--- config.mk ---
export PLATFORM = sky130hd
export DESIGN_NAME = usb_mouse_ps2_sched_flat
export DESIGN_NICKNAME = d
export VERILOG_FILES = /design/src/rtl/usb_mouse_ps2_sched_if.sv /design/src/rtl/usb_mouse_ps2_sched.sv /design/src/flat_wrapper.sv
export SDC_FILE = /design/constraint.sdc
export NUM_CORES = 1
export LEC_CHECK = 0
export BUFFER_PORTS_ARGS = -buffer_cell sky130_fd_sc_hd__buf_2
export CORE_MARGIN = 2
export CORE_UTILIZATION = 55
export CTS_CLUSTER_SIZE = 10
export DETAILED_ROUTE_END_ITERATION = 12
export PLACE_DENSITY = 0.78
export REMOVE_ABC_BUFFERS = 1
export SLEW_MARGIN = 20
export SYNTH_ARGS = -nofsm -noshare
export SYNTH_HDL_FRONTEND = slang
export SYNTH_SLANG_ARGS = --single-unit
--- constraint.sdc ---
create_clock -name clk -period 5.9 [get_ports clk]
set_input_delay 0 -clock clk [delete_from_list [all_inputs] [get_ports clk]]
set_output_delay 0 -clock clk [all_outputs]
set_load 0.01 [all_outputs]
--- src/rtl/usb_mouse_ps2_sched_if.sv ---
`default_nettype none
// ============================================================================
// Module   : usb_mouse_ps2_sched_if
// Purpose  : Bundles the synchronized dock-mouse datapath inputs and the
//            PS/2 mouse event outputs of the packet scheduler.
// Ports    : enable, is_mouse, report_cnt[15:0], buttons[7:0], dx[15:0],
//            dy[15:0]                       (master -> slave)
//            ps2_mouse[24:0], pkt_strobe, sat_flag (slave -> master)
// Revision : 1.0 - initial release
// ============================================================================
interface usb_mouse_ps2_sched_if;
  logic        enable;
  logic        is_mouse;
  logic [15:0] report_cnt;
  logic [7:0]  buttons;
  logic [15:0] dx;
  logic [15:0] dy;
  logic [24:0] ps2_mouse;
  logic        pkt_strobe;
  logic        sat_flag;

  modport master (
    output enable, is_mouse, report_cnt, buttons, dx, dy,
    input  ps2_mouse, pkt_strobe, sat_flag
  );

  modport slave (
    input  enable, is_mouse, report_cnt, buttons, dx, dy,
    output ps2_mouse, pkt_strobe, sat_flag
  );
endinterface
`default_nettype wire

--- src/rtl/usb_mouse_ps2_sched.sv ---
`default_nettype none
// ============================================================================
// Module   : usb_mouse_ps2_sched
// Purpose  : Turns synchronized USB mouse reports into a rate-limited PS/2
//            mouse event stream. New reports are detected by a change of the
//            report counter; their deltas are accumulated (saturating) and
//            drained into packets of at most +255/-256 per axis, no more often
//            than once every PKT_INTERVAL clock cycles.
// Ports    : clk      - system clock
//            reset_n  - asynchronous active-low reset
//            bus      - slave side of usb_mouse_ps2_sched_if (inputs enable,
//                       is_mouse, report_cnt, buttons, dx, dy; outputs
//                       ps2_mouse, pkt_strobe, sat_flag)
// Revision : 1.0 - initial release
// ============================================================================
module usb_mouse_ps2_sched #(
  parameter logic [15:0] PKT_INTERVAL = 16'd800,
  parameter int          ACC_W        = 12,
  parameter bit          INVERT_Y     = 1'b1
) (
  input wire logic              clk,
  input wire logic              reset_n,
  usb_mouse_ps2_sched_if.slave  bus
);

  // Sum width covers acc - e + delta without wrap for any legal ACC_W.
  localparam int C_SUM_W = ((ACC_W > 16) ? ACC_W : 16) + 2;
  localparam logic signed [ACC_W-1:0]   C_ACC_MAX  = {1'b0, {(ACC_W-1){1'b1}}};
  localparam logic signed [ACC_W-1:0]   C_ACC_MIN  = -C_ACC_MAX;
  localparam logic signed [C_SUM_W-1:0] C_SUM_MAX  = C_SUM_W'(C_ACC_MAX);
  localparam logic signed [C_SUM_W-1:0] C_SUM_MIN  = C_SUM_W'(C_ACC_MIN);
  localparam logic signed [ACC_W-1:0]   C_CLAMP_HI = ACC_W'(255);
  localparam logic signed [ACC_W-1:0]   C_CLAMP_LO = ACC_W'(-256);

  typedef enum logic [1:0] {
    IDLE  = 2'd0,
    ARMED = 2'd1,
    EMIT  = 2'd2
  } state_t;

  state_t                    r_state, w_state_next;
  logic signed [ACC_W-1:0]   r_acc_x, r_acc_y;
  logic [15:0]               r_last_cnt;
  logic                      r_primed;
  logic [15:0]               r_ivl_cnt;
  logic [2:0]                r_btn_cur, r_btn_sent;
  logic [24:0]               r_ps2;
  logic                      r_strobe;
  logic                      r_sat;

  logic                      w_active, w_run, w_new_report, w_pending;
  logic                      w_ivl_done, w_emit;
  logic signed [ACC_W-1:0]   w_ex, w_ey;
  logic                      w_ovf_x, w_ovf_y;
  logic signed [C_SUM_W-1:0] w_dx_ext, w_dy_ext, w_sum_x, w_sum_y;
  logic signed [ACC_W-1:0]   w_acc_x_next, w_acc_y_next;
  logic                      w_sat_any;
  logic [24:0]               w_packet;

  // Only the three standard buttons are forwarded.
  wire logic w_unused_buttons = &{1'b0, bus.buttons[7:3]};

  assign w_active     = bus.is_mouse && bus.enable;
  assign w_run        = w_active && (r_state != IDLE);
  assign w_new_report = w_run && r_primed && (bus.report_cnt != r_last_cnt);
  assign w_pending    = (r_acc_x != '0) || (r_acc_y != '0) || (r_btn_cur != r_btn_sent);
  assign w_ivl_done   = (r_ivl_cnt >= PKT_INTERVAL - 16'd1);
  assign w_emit       = w_active && (r_state == EMIT);

  // Next-state logic; losing mouse/enable always drops back to IDLE.
  always_comb begin
    w_state_next = r_state;
    case (r_state)
      IDLE:    w_state_next = ARMED;
      ARMED:   if (w_pending && w_ivl_done) w_state_next = EMIT;
      EMIT:    w_state_next = ARMED;
      default: w_state_next = IDLE;
    endcase
    if (!w_active) w_state_next = IDLE;
  end

  // Clamp to the PS/2 9-bit signed range and flag overflow per axis.
  always_comb begin
    w_ex    = r_acc_x;
    w_ey    = r_acc_y;
    w_ovf_x = 1'b0;
    w_ovf_y = 1'b0;
    if (r_acc_x > C_CLAMP_HI) begin
      w_ex = C_CLAMP_HI; w_ovf_x = 1'b1;
    end else if (r_acc_x < C_CLAMP_LO) begin
      w_ex = C_CLAMP_LO; w_ovf_x = 1'b1;
    end
    if (r_acc_y > C_CLAMP_HI) begin
      w_ey = C_CLAMP_HI; w_ovf_y = 1'b1;
    end else if (r_acc_y < C_CLAMP_LO) begin
      w_ey = C_CLAMP_LO; w_ovf_y = 1'b1;
    end
  end

  assign w_packet = {~r_ps2[24], w_ey[7:0], w_ex[7:0],
                     w_ovf_y, w_ovf_x, w_ey[ACC_W-1], w_ex[ACC_W-1],
                     1'b1, r_btn_cur};

  // Accumulator update: drain the emitted part, add the new delta, then
  // saturate, so a report landing in the EMIT cycle is never lost.
  always_comb begin
    w_dx_ext = C_SUM_W'(signed'(bus.dx));
    w_dy_ext = C_SUM_W'(signed'(bus.dy));
    if (INVERT_Y) w_dy_ext = -w_dy_ext;

    w_sum_x = C_SUM_W'(r_acc_x);
    w_sum_y = C_SUM_W'(r_acc_y);
    if (w_emit) begin
      w_sum_x = w_sum_x - C_SUM_W'(w_ex);
      w_sum_y = w_sum_y - C_SUM_W'(w_ey);
    end
    if (w_new_report) begin
      w_sum_x = w_sum_x + w_dx_ext;
      w_sum_y = w_sum_y + w_dy_ext;
    end

    w_sat_any    = 1'b0;
    w_acc_x_next = w_sum_x[ACC_W-1:0];
    w_acc_y_next = w_sum_y[ACC_W-1:0];
    if (w_sum_x > C_SUM_MAX) begin
      w_acc_x_next = C_ACC_MAX; w_sat_any = 1'b1;
    end else if (w_sum_x < C_SUM_MIN) begin
      w_acc_x_next = C_ACC_MIN; w_sat_any = 1'b1;
    end
    if (w_sum_y > C_SUM_MAX) begin
      w_acc_y_next = C_ACC_MAX; w_sat_any = 1'b1;
    end else if (w_sum_y < C_SUM_MIN) begin
      w_acc_y_next = C_ACC_MIN; w_sat_any = 1'b1;
    end
  end

  always_ff @(posedge clk or negedge reset_n) begin
    if (!reset_n) begin
      r_state    <= IDLE;
      r_acc_x    <= '0;
      r_acc_y    <= '0;
      r_last_cnt <= '0;
      r_primed   <= 1'b0;
      r_ivl_cnt  <= '0;
      r_btn_cur  <= '0;
      r_btn_sent <= '0;
      r_ps2      <= '0;
      r_strobe   <= 1'b0;
      r_sat      <= 1'b0;
    end else begin
      r_state  <= w_state_next;
      r_strobe <= 1'b0;
      if (!w_active) begin
        r_acc_x    <= '0;
        r_acc_y    <= '0;
        r_btn_cur  <= '0;
        r_btn_sent <= '0;
        r_primed   <= 1'b0;
        r_ivl_cnt  <= '0;
      end else if (r_state == IDLE) begin
        // Prime on the current counter value so the report already on the
        // bus is not treated as new.
        r_last_cnt <= bus.report_cnt;
        r_primed   <= 1'b1;
        r_ivl_cnt  <= '0;
      end else begin
        r_acc_x <= w_acc_x_next;
        r_acc_y <= w_acc_y_next;
        if (w_new_report) begin
          r_last_cnt <= bus.report_cnt;
          r_btn_cur  <= bus.buttons[2:0];
        end
        // Cleared on entry to EMIT so EMIT counts as cycle 0 of the next
        // interval; that makes consecutive packets PKT_INTERVAL apart.
        if ((r_state == ARMED) && (w_state_next == EMIT))
          r_ivl_cnt <= '0;
        else if (r_ivl_cnt < PKT_INTERVAL - 16'd1)
          r_ivl_cnt <= r_ivl_cnt + 16'd1;
        if (w_emit) begin
          r_ps2      <= w_packet;
          r_strobe   <= 1'b1;
          r_btn_sent <= r_btn_cur;
        end
        if (w_sat_any)
          r_sat <= 1'b1;
        else if (w_emit)
          r_sat <= 1'b0;
      end
    end
  end

  assign bus.ps2_mouse  = r_ps2;
  assign bus.pkt_strobe = r_strobe;
  assign bus.sat_flag   = r_sat;

endmodule
`default_nettype wire

--- src/flat_wrapper.sv ---
// flat-port wrapper written by rule: the top's interface ports become plain ports
module usb_mouse_ps2_sched_flat 
#(
  parameter logic [15:0] PKT_INTERVAL = 16'd800,
  parameter int          ACC_W        = 12,
  parameter bit          INVERT_Y     = 1'b1
)
  (clk, reset_n, bus_enable, bus_is_mouse, bus_report_cnt, bus_buttons, bus_dx, bus_dy, bus_ps2_mouse, bus_pkt_strobe, bus_sat_flag);
  usb_mouse_ps2_sched_if bus_i ();
  input wire logic clk;
  input wire logic reset_n;
  input wire logic [$bits(bus_i.enable)-1:0] bus_enable;
  input wire logic [$bits(bus_i.is_mouse)-1:0] bus_is_mouse;
  input wire logic [$bits(bus_i.report_cnt)-1:0] bus_report_cnt;
  input wire logic [$bits(bus_i.buttons)-1:0] bus_buttons;
  input wire logic [$bits(bus_i.dx)-1:0] bus_dx;
  input wire logic [$bits(bus_i.dy)-1:0] bus_dy;
  output wire logic [$bits(bus_i.ps2_mouse)-1:0] bus_ps2_mouse;
  output wire logic [$bits(bus_i.pkt_strobe)-1:0] bus_pkt_strobe;
  output wire logic [$bits(bus_i.sat_flag)-1:0] bus_sat_flag;
  assign bus_i.enable = bus_enable;
  assign bus_i.is_mouse = bus_is_mouse;
  assign bus_i.report_cnt = bus_report_cnt;
  assign bus_i.buttons = bus_buttons;
  assign bus_i.dx = bus_dx;
  assign bus_i.dy = bus_dy;
  assign bus_ps2_mouse = bus_i.ps2_mouse;
  assign bus_pkt_strobe = bus_i.pkt_strobe;
  assign bus_sat_flag = bus_i.sat_flag;
  usb_mouse_ps2_sched #(.PKT_INTERVAL(PKT_INTERVAL), .ACC_W(ACC_W), .INVERT_Y(INVERT_Y)) u_core (.clk(clk), .reset_n(reset_n), .bus(bus_i));
endmodule
==> results.toml, run 1 <==
[clock_tree]
clockRootBuffer = "clkbuf_16"
htreeDepth = 3
cts_buffer_depth = 2
path_clk_slew_ns = 0.07
cts_made_buffers = 9
clk_latency_ns = 0.34
tritoncts = "yes"
clkSinkCount = 92

[power]
vdd_drop_max_v = 0.0001413
power.total_w = 0.001655
p_leak_nw = 4.358
powerDensity_mw_per_mm2 = 175.8

[job]
cap_violations = 0

[floorplan]
ios = 87
die_h_um = 125.7
design.die.area_sq_mm = 0.01581
initial_core_util_pct = 56.29
rows = 44
die_w_um = 125.7
core_area_sq_mm = 0.01448

[global_routing]
grt_max_degree = 94
track_usage_pct = 26.88
grt_pass1_vias = 7160
grt_pass1_wl_um = 35690
grt.overflow.total = 0
antenna_found_initial = 0

[sta]
fmax_mhz = 180.6
rsz0062_at_grt = "false"
drv_slew = 0
setup_viol = 0
min_period_ns = 5.538
worst_slew_pin_slew_ns = 0.8765
finalHoldViolations = 0
post-route-period-util_pct = 93.86
slew_headroom_pct = 41.57
worst_clock_skew_ns = 0.007062
worst_hold_slack_ns = 0.003994

[routing]
wl_met3_um = 1184
via_per_inst = 6.101
first_pass_iters = 5
ant_nets = 0
wl_met2_um = 9555
wl_met1_um = 10310
drc = 0
drt_iter0_markers = 591
vias = 7785
wl_um = 21220
drt-wirelength-per-cell_um = 16.63
dr.max_layer_used = "met4"

[placement]
dpl.hpwl_um = 15420
place_congestion = 0.9174
buffer_ports.inserted = 81

[critical_path]
crit_path_end_kind = "register"
cp.arrival_ns = 5.76
r2r_cells = 21
path_max_fanout = 10
r2r_slack_ns = 0.36
path_class = "register to register"
start_kind = "register"
cp_data_required_time_ns = 6.12

[synthesis]
ys_top_cells_by_count = "nand2_1 (110), dfrtp_1 (92), a21oi_1 (82)"
yosysUniqueCellTypes = 80
synth_area_per_cell_sq_um = 8.224
synthFlopType = "dfrtp_1"
synth_area_sq_mm = 0.008150
syn_inst = 991
yosys_warnings = 0
synth_largest_area_cell = "dfrtp_1"
ys_async_sr_fraction_pct = 100.0
synth_top_area_share_pct = 28.25
ys_ff_latch = 92
synthTopCellsByArea = "dfrtp_1 (28%), ha_1 (9.1%), nand2_1 (5.1%)"
seq_area_frac_synth_pct = 28.25
synth-edff-count = 0
synth_most_common_cell = "nand2_1"

[hold_path]
holdPathStages = 3
hp-class = "primary input to register"

[outcome]
status = "finished, final reports clean"

[final_layout]
layout-drive-gt1-share_pct = 17.67
final_net_count = 1210
diodes = 0
fillCellCount = 1273
multi_input_area_sq_mm = 0.005533
syn_to_final_growth_pct = 15.47
seq_area_sq_mm = 0.002305
-- logic make-up after synthesis --
family / share of synthesized area, %
AO/OA/AOI/OAI: 25.38
AND/OR/NAND/NOR: 21.12
flip-flops: 28.25
XOR/XNOR: 5.695
adder cells (fa/ha/maj): 10.04
buffers and inverters: 4.606
multiplexers: 4.912
-- final cells by class --
cell class                      instances  area share, %
Tap cell                              184          2.446
Clock inverter                          5         0.9040
Clock buffer                           11          2.579
Sequential cell                        92          24.49
Timing Repair Buffer                  128          8.801
Multi-Input combinational cell        806          58.79
Inverter                               50          1.994
-- what timing repair did --
item	in CTS	in global routing
setup endpoints to repair	0	23
hold buffers	22	0
endpoints found under the hold margin	41	0
gates resized for setup	0	18
buffers inserted	0	0
-- sequential cells by signal (all words and copies together), names as in the netlist --
| register | flops |
|---|---|
| u_core.r_acc_y | 12 |
| u_core.r_last_cnt | 16 |
| u_core.bus.sat_flag | 1 |
| u_core.r_btn_sent | 3 |
| u_core.r_state | 2 |
| u_core.r_ivl_cnt | 16 |
| u_core.r_primed | 1 |
| u_core.bus.pkt_strobe | 1 |
| u_core.r_acc_x | 12 |
| u_core.r_btn_cur | 3 |
| u_core.bus.ps2_mouse | 25 |
-- worst max-delay path: stages, from the launching register on --
cell and delay (ns):
dfrtp_1 0.44, nand4_1 0.12, ha_1 0.38, inv_1 0.16, a21oi_1 0.25, ha_1 0.35, and2_1 0.21, a221o_1 0.36
or2_1 0.26, xnor2_1 0.29, o21ai_0 0.22, ha_1 0.40, a21o_1 0.22, a31o_2 0.26, a22oi_1 0.17, o31ai_1 0.13
xnor2_1 0.16, o41ai_1 0.38, buf_4 0.18, a21oi_2 0.12, a211oi_1 0.27, a211oi_1 0.07
-- cells in the final DEF (no fill, tap or decap), drive strengths merged, types with 27 or more instances in the layout --
cell    instances
o21ai          75
inv            50
nor2           78
buf           106
dfrtp          92
a21oi          86
a211oi         27
xnor2          37
ha             59
nand2         111
-- final timing paths --
kind / from / end
max in group asynchronous: reset_n / u_core.r_acc_x[8]
setup reg to reg: u_core.r_acc_x[10] / u_core.r_acc_x[2]
hold / removal: bus_enable / u_core.r_btn_cur[2]
setup / recovery: u_core.r_acc_x[10] / u_core.r_acc_x[2]
hold reg to reg: u_core.bus.ps2_mouse[3] / u_core.bus.ps2_mouse[3]
min in group asynchronous: reset_n / u_core.r_last_cnt[1]
-- report_power, final --
group | switching, W | internal (W) | total [W]
Sequential | 0.0000198 | 0.000655 | 0.000675
Combinational | 0.000188 | 0.000157 | 0.000346
Clock | 0.000249 | 0.000385 | 0.000633
-- metrics by stage --
stage                     setup WS (ns)  cells  setup TNS (ns)  utilization (%)  instance area [sq um]
after floorplan                 -0.8811    948          -13.92                -                   7963
after global placement           0.2222   1238               0            60.82                   8806
after detailed placement         0.1000   1238               0            60.82                   8806
after CTS                       0.09572   1276               0            64.60                   9354
after global routing            0.01677   1276               0            65.00                   9412
final                            0.3620   1276               0            65.00                   9412
-- routing by layer --
layer	GRT usage (%)	vias up
met3	2.719	13
met4	4.848	0
met5	0	-
li1	-	3833
met1	40.93	3704
met2	42.13	235
No activity file was read; power rests on OpenSTA's default activity.
==> inputs of run 2 (changes only) <==
--- a/config.mk
+++ b/config.mk
@@ -6,11 +6,13 @@
 export NUM_CORES = 1
 export LEC_CHECK = 0
 export BUFFER_PORTS_ARGS = -buffer_cell sky130_fd_sc_hd__buf_2
+export CELL_PAD_IN_SITES_DETAIL_PLACEMENT = 0
+export CELL_PAD_IN_SITES_GLOBAL_PLACEMENT = 1
 export CORE_MARGIN = 2
-export CORE_UTILIZATION = 55
+export CORE_UTILIZATION = 41
 export CTS_CLUSTER_SIZE = 10
 export DETAILED_ROUTE_END_ITERATION = 12
-export PLACE_DENSITY = 0.78
+export PLACE_DENSITY_LB_ADDON = 0.1
 export REMOVE_ABC_BUFFERS = 1
 export SLEW_MARGIN = 20
 export SYNTH_ARGS = -nofsm -noshare
==> constraint.sdc (replaced) <==
create_clock -name clk -period 5.9 [get_ports clk]
set_input_delay 0 -clock clk [delete_from_list [all_inputs] [get_ports clk]]
set_output_delay 0 -clock clk [all_outputs]
set_load 0.02 [all_outputs]
==> run 2 against run 1 <==
Compared with the run above:
- critical path type unchanged
- design area is 2.2% higher
- non-clock buffer count is 13 higher
- count of clock-buffer cells in the layout did not move
- worst hold slack better by 0.029 ns
- sequential share of layout area fell by 0.53 points
- critical endpoint is now u_core.r_acc_y[0]
==> results.toml, run 2 (same netlist as run 1, synthesis figures left out) <==
[floorplan]
design.die.area_sq_mm = 0.02102
core_area_sq_mm = 0.01946
die_h_um = 145.0
ios = 87
rows = 51
initial_core_util_pct = 41.88
die_w_um = 145.0

[final_layout]
fin_util_pct = 49.43
final_net_count = 1224
syn_to_final_growth_pct = 18.04
layout_common_cells = "nand2_1 (110), dfrtp_1 (90), buf_2 (80)"
largest_register_ffs = 25
diodes = 0
layout-drive-gt1-share_pct = 18.72
fillCellCount = 1940
postLayoutCellArea_sq_mm = 0.009620
final_common_cell = "nand2_1"
layout.cells.non_filler = 1371
seq_area_sq_mm = 0.002305
multi_input_area_sq_mm = 0.005550

[global_routing]
grt_pass1_wl_um = 37820
grt_pass1_vias = 7274
antenna_found_initial = 0
track_usage_pct = 21.72
grt_max_degree = 94
grt.overflow.total = 0

[critical_path]
crit_path_end_kind = "register"
r2r_start = "u_core.r_acc_y[11]"
start_kind = "register"
r2r_slack_ns = 0.29
worstReg2RegEnd = "u_core.r_acc_y[0]"
cp_data_required_time_ns = 6.14
cp.arrival_ns = 5.85
path_class = "register to register"
path_max_fanout = 8
r2r_cells = 21

[sta]
worst_clock_skew_ns = 0.005878
fmax_mhz = 178.2
slew_headroom_pct = 48.61
drv_slew = 0
finalHoldViolations = 0
worst_slew_pin_slew_ns = 0.7708
post-route-period-util_pct = 95.12
min_period_ns = 5.612
rsz0062_at_grt = "false"
setup_viol = 0

[placement]
place_congestion = 0.8244
buffer_ports.inserted = 81
placed_cells = 1329
dpl.hpwl_um = 17020
place_area_sq_mm = 0.008982

[power]
p_int_w = 0.001189
powerDensity_mw_per_mm2 = 172.2
p_seq_share_pct = 40.7
switching_power_w = 0.0004674
power_frac_clock_pct = 38.1
power.total_w = 0.001657
p_leak_nw = 4.408
comb_power_share_pct = 21.2
power_switching_share_pct = 28.21
vdd_drop_max_v = 0.0001351

[clock_tree]
clockRootBuffer = "clkbuf_16"
clkSinkCount = 92
path_clk_slew_ns = 0.07
htreeDepth = 3
cts_buffer_depth = 2
tritoncts = "yes"
clk_latency_ns = 0.35
cts_made_buffers = 9

[hold_path]
min_to = "u_core.r_state[0]"
hp-start = "bus_enable"
hp-class = "primary input to register"
holdPathStages = 3

[routing]
drc = 0
wl_um = 22650
drt_iter0_markers = 368
vias = 7638
drt-wirelength-per-cell_um = 16.52
via_per_inst = 5.571
first_pass_iters = 5
ant_nets = 0

[job]
cap_violations = 0

[outcome]
status = "finished, final reports clean"
[run 2: changes by cell type in the layout (fill, tap and decap cells not counted), moves of 2 or more]
cell	previous run	this run
buf_4	25	37
ha_1	57	55
ha_2	2	4
o31ai_2	4	6
[run 2: critical path, stage by stage (launching register included)]
cell	delay, ns
dfrtp_2	0.42
nand4_1	0.10
ha_1	0.35
o22ai_1	0.24
ha_1	0.20
inv_1	0.05
fa_1	0.42
a211oi_2	0.31
nor3_1	0.14
o311a_1	0.37
o31ai_2	0.36
ha_1	0.39
a21oi_1	0.21
o21ai_0	0.18
a2111oi_2	0.28
a21oi_2	0.11
xnor2_1	0.15
or4b_4	0.50
a211oi_4	0.20
buf_4	0.18
a221oi_2	0.07
a221o_1	0.27
[run 2: worst max-delay path by stage]
stage                              endpoint               start  depth (start not counted)  slack (ns)
after floorplan           u_core.r_acc_y[0]   u_core.r_state[0]                         15       -0.88
after global routing      u_core.r_acc_y[0]   u_core.r_acc_y[9]                         23       0.003
after global placement    u_core.r_acc_x[6]  u_core.r_acc_x[11]                         20        0.04
after CTS                 u_core.r_acc_x[6]   u_core.r_acc_x[8]                         22        0.03
final                     u_core.r_acc_y[0]  u_core.r_acc_y[11]                         21        0.29
after detailed placement  u_core.r_acc_x[6]   u_core.r_acc_x[8]                         22        0.04
[run 2: final cells by class]
class / instances / share of cell area, %
clock buffer: 11 / 2.419
sequential: 92 / 23.96
multi-input combinational: 807 / 57.69
tap: 265 / 3.446
timing repair buffer: 141 / 9.650
clock inverter: 5 / 0.8844
inverter: 50 / 1.951
[run 2: power groups by stage]
stage                     registers [W]  logic, W  clock network (W)
final                          0.000674  0.000352           0.000631
after CTS                      0.000674  0.000345           0.000648
after detailed placement       0.000686  0.000332                  0
after floorplan                0.000684  0.000228                  0
after global routing           0.000678  0.000392           0.000667
after global placement         0.000685  0.000331                  0
[run 2: stage by stage]
stage	setup TNS (ns)	setup WS (ns)	hold slack, ns
floorplan	-13.92	-0.8811	-0.2956
global placement	0	0.04137	0.05772
finish	0	0.2882	0.03306
CTS	0	0.02730	0.03237
global route	0	0.003303	0.04558
detailed placement	0	0.03531	0.05254
[run 2: routing by layer]
metal	global-route usage [%]	vias to the layer above	part of all wire, %
met5	0	-	0
met4	5.842	0	1.4
met3	2.296	18	3.7
met2	32.45	166	42
met1	33.18	3581	52
li1	-	3873	-
[run 2: repair_timing]
item                                   in CTS  in global routing
setup endpoints to repair                   0                 23
resized for setup                           0                 21
hold buffers                               23                  0
setup buffers                               0                  2
endpoints found under the hold margin      66                  0
